$ cat src/rtl/fifo_word_packer.sv
// Drains a show-ahead nibble FIFO and packs NIBBLES entries into one word,
// presented downstream on a valid/ready handshake.
module fifo_word_packer #(
  parameter int DW      = 4,
  parameter int NIBBLES = 4
) (
  input  logic                  clk,
  input  logic                  reset,
  input  logic                  fifo_empty,
  input  logic [DW-1:0]         fifo_data,
  output logic                  fifo_pop,
  input  logic                  flush,
  output logic [DW*NIBBLES-1:0] word_out,
  output logic                  word_valid,
  input  logic                  word_ready,
  output logic [2:0]            nib_cnt,
  output logic [7:0]            word_cnt
);
  localparam int WW = DW * NIBBLES;

  typedef enum logic {FILL, HOLD} state_t;

  state_t           r_state, w_state_nxt;
  logic [WW-1:0]    r_word;
  logic [2:0]       r_nib_cnt;
  logic [7:0]       r_word_cnt;
  logic             w_pop;
  logic             w_accept;

  always_ff @(posedge clk) begin
    if (reset) r_state <= FILL;
    else       r_state <= w_state_nxt;
  end

  // flush wins over both the pop and the downstream accept
  always_comb begin
    w_state_nxt = r_state;
    w_pop       = 1'b0;
    w_accept    = 1'b0;
    case (r_state)
      FILL: begin
        if (!flush && !reset && !fifo_empty) begin
          w_pop = 1'b1;
          if (r_nib_cnt == 3'(NIBBLES - 1)) w_state_nxt = HOLD;
        end
      end
      HOLD: begin
        if (!flush && word_ready) begin
          w_accept    = 1'b1;
          w_state_nxt = FILL;
        end
      end
      default: w_state_nxt = FILL;
    endcase
    if (flush) w_state_nxt = FILL;
  end

  always_ff @(posedge clk) begin
    if (reset) begin
      r_word     <= '0;
      r_nib_cnt  <= '0;
      r_word_cnt <= '0;
    end else if (flush) begin
      r_word    <= '0;
      r_nib_cnt <= '0;
    end else if (w_pop) begin
      r_word    <= {fifo_data, r_word[WW-1:DW]};
      r_nib_cnt <= r_nib_cnt + 3'd1;
    end else if (w_accept) begin
      r_nib_cnt  <= '0;
      r_word_cnt <= r_word_cnt + 8'd1;
    end
  end

  assign fifo_pop   = w_pop;
  assign word_out   = r_word;
  assign word_valid = (r_state == HOLD);
  assign nib_cnt    = r_nib_cnt;
  assign word_cnt   = r_word_cnt;
endmodule

$ cat config.mk
export PLATFORM = sky130hd
export DESIGN_NAME = fifo_word_packer
export DESIGN_NICKNAME = d
export VERILOG_FILES = /design/src/rtl/fifo_word_packer.sv
export SDC_FILE = /design/constraint.sdc
export NUM_CORES = 1
export LEC_CHECK = 0
export BUFFER_PORTS_ARGS = -buffer_cell sky130_fd_sc_hd__buf_4
export CAP_MARGIN = 40
export CORE_AREA = 2 2 63 65
export CTS_CLUSTER_DIAMETER = 60
export DETAILED_ROUTE_END_ITERATION = 10
export DIE_AREA = 0 0 65 67
export GPL_TIMING_DRIVEN = 0
export PLACE_DENSITY_LB_ADDON = 0.15
export SLEW_MARGIN = 25
export SYNTH_ARGS = -nofsm -noshare
export SYNTH_HDL_FRONTEND = slang
export SYNTH_SLANG_ARGS = --single-unit
$ cat constraint.sdc
create_clock -name clk -period 1.7 [get_ports clk]
set_input_delay 0.17 -clock clk [delete_from_list [all_inputs] [get_ports clk]]
set_output_delay 0.17 -clock clk [all_outputs]
set_load 0.02 [all_outputs]
==> impl_results.md <==
* Worst-path clk slew at 0.09 ns
* Post-synthesis cell type count at 22
* Initial DRT Pass Iterations at 4
* Number of max-cap violations at 0
* Reg-to-Reg End: word_cnt[7]
* Switching share of power at 0.2242
* Die area at 0.004355 mm2
* Yosys warnings at 0
* Final non-filler cell total at 217
* Placed Cells incl. Taps at 215
* Min Tclk post-route at 1.523 ns
* Crit. End Element: flop
* Worst EP required at 1.90 ns
* Initial Utilization at 0.2991
* Average wire per standard cell at 11.76 um
* R2R Setup Slk at 0.18 ns
* Setup violations, final at 0
* Cells after synthesis at 131
* Antenna Cells at 0
* Register area share after synthesis at 0.5197
* # fillers at 379
* Core Rows at 22
* GP Congestion at 0.7406
* Reg2reg start: word_valid
* CP Launch Type: flop
* Fmax at ~660 MHz
* Flops & latches, synth at 28
* Global Route Usage Sum at 0.1235
* Status: finished clean
* Antenna-violating nets left at 0
* Switching power at 0.2452 mW
* CORE AREA at ~0.0036 mm2
* Worst Skew at between 0.007 and 0.008 ns
* Placed wire-length estimate at approximately 1900 um
* Most frequent cells in the layout: buf_4, nand2_1, dfxtp_1
* Final hold violation count at 0
* Unrepaired setup endpoints after global routing: false
* Clock sinks at 28
* CP Launch Point: word_valid
* Number of global-route vias before repair at 986
* Die Width at ~65 um
* Least-Margin Pin Slew at 0.4805 ns
* Final slew viol count at 0
* CP endpoint: word_cnt[7]
* GRT overflow at 0
* Worst hold-check path type: input pin to flop
* Clk pwr share at 0.324
* Via count at 1040
* Area of the multi-input gates at ~490 um2
* Syn nets at 143
* Layout cells sized above 1 at 0.2604
* Setup CP Type: flop to flop
* Worst-path fanout max at 10
* IO Pins at 38
* Tcrit/Tclk final at 0.8960
* Power Dens Cells at roughly 750 mW/mm2
* P_int at about 0.85 mW
* Post-route setup TNS at 0 ns
* Clk root buf: clkbuf_8
* Initial antenna violation count at 0
* Vias per cell at 4.793
* Total wire length at 2552 um
* H-tree depth at 1
* Leakage at 0.5706 nW
* Register Area at 560.5 um2
* Critical Path AT at 1.73 ns
* DR iter-0 viols at 22
* CTS max path bufs at 2
* Syn Area/Cell at 8.233 um2
* Slew headroom at 0.6797
* Area of the mapped netlist at 0.001079 mm2
* DRC Markers at 0
* Worst r2r path cells at 4
* Die height at between 60 and 70 um
* Num CTS Buffers at 3
* Largest net degree at the start of global routing at 15
* CTS tree: done
* Syn-to-layout area delta at 34.45%
* Seq pwr share at 0.608
* Most common cell after layout, fill and taps aside: buf_4
* Latest clock arrival within the worst-skew pair at 0.27 ns
* Part of the power in combinational logic at 0.068
* Worst IR drop on VDD at 0.2442 mV
* First-pass GRT wire length at 4146 um
* Layout Nets at 183
* Port Buf Inserts at 36
-- sequential cells by signal, indices dropped and copies added, names as in the netlist --
name and flops:
word_out 16, word_cnt 8, nib_cnt 3, word_valid 1
-- power by group through the flow --
stage / sequential, mW / combinational [mW] / clock [mW]
floorplan: 0.686 / 0.0324 / 0
global placement: 0.680 / 0.0740 / 0
detailed placement: 0.681 / 0.0752 / 0
CTS: 0.665 / 0.0750 / 0.372
global route: 0.666 / 0.0810 / 0.397
finish: 0.665 / 0.0742 / 0.354
-- timing repair --
item / 4_1_cts / 5_1_grt
hold endpoints to repair: 0 / 0
gates resized for setup: 0 / 3
setup buffers: 0 / 0
hold buffers: 0 / 0
cloned: 0 / 0
setup endpoints to repair: 1 / 10
-- worst min-delay path by stage --
stage                 startpoint            to  slack, ns  cells after the start
floorplan           fifo_data[0]  word_out[12]       0.31                      2
global placement    fifo_data[3]  word_out[15]       0.42                      3
detailed placement  fifo_data[3]  word_out[15]       0.43                      3
CTS                 fifo_data[3]  word_out[15]       0.14                      3
global route        fifo_data[1]  word_out[13]       0.15                      3
finish              fifo_data[1]  word_out[13]       0.14                      3
-- through the flow --
stage / hold slack, ns / instance area, um2 / power [mW] / utilization / setup slack [ns]
after floorplan: 0.3060 / 1079 / 0.7188 / - / 0.2119
after CTS: 0.1371 / 1446 / 1.112 / 0.4011 / 0.03599
after global placement: 0.4158 / 1409 / 0.7542 / 0.3907 / 0.07842
after global routing: 0.1482 / 1450 / 1.144 / 0.4022 / 0.04257
after detailed placement: 0.4317 / 1409 / 0.7558 / 0.3907 / 0.06174
final: 0.1423 / 1450 / 1.093 / 0.4022 / 0.1768
-- logic make-up after synthesis --
| logic type | share of synthesized area |
|---|---|
| compound gates | 0.1450 |
| xor+xnor | 0.01624 |
| fa+ha+maj | 0.03481 |
| buf+inv | 0.02899 |
| flops | 0.5197 |
| mux | 0.009281 |
| simple gates | 0.2459 |
-- synthesized netlist by cell type --
| library cell | instances | area [um2] |
|---|---|---|
| nand2_1 | 35 | 131.4 |
| nand4_1 | 2 | 12.51 |
| or2_2 | 2 | 12.51 |
| mux2i_1 | 1 | 10.01 |
| a31oi_1 | 1 | 6.260 |
| inv_1 | 1 | 3.750 |
| o21ai_0 | 3 | 15.01 |
| nor2_1 | 7 | 26.28 |
| dfxtp_1 | 28 | 560.5 |
| buf_2 | 1 | 5.000 |
| o31ai_1 | 2 | 15.01 |
| or4_1 | 2 | 15.01 |
| nand4b_1 | 1 | 8.760 |
| xor2_1 | 2 | 17.52 |
| nand3b_1 | 1 | 7.510 |
| ha_1 | 3 | 37.54 |
| clkbuf_1 | 6 | 22.52 |
| a21oi_1 | 24 | 120.1 |
| nand3_1 | 3 | 15.01 |
| nor3_1 | 1 | 5.000 |
| nor2b_1 | 1 | 6.260 |
| or3_1 | 4 | 25.02 |
-- layer usage --
metal  share of wire  global-route usage  vias to the layer above
li1                -                   -                      522
met3           0.065             0.02027                        5
met5               0                   0                        -
met1            0.44              0.1465                      478
met4           0.014             0.05851                        0
met2            0.48              0.2165                       35
-- layout make-up --
| class | instances | area share |
|---|---|---|
| Tap cell | 48 | 0.04142 |
| Multi-Input combinational cell | 95 | 0.3374 |
| Inverter | 1 | 0.002588 |
| Sequential cell | 28 | 0.3865 |
| Clock buffer | 3 | 0.02847 |
| Timing Repair Buffer | 36 | 0.1864 |
| Buffer | 6 | 0.01726 |
-- worst max-delay path, cell delays in order (launching register included) --
cell	delay (ns)
dfxtp_1	0.47
nand3b_1	0.12
buf_2	0.20
or4_1	0.51
a21oi_1	0.15
(Power assumes the default switching activity.)
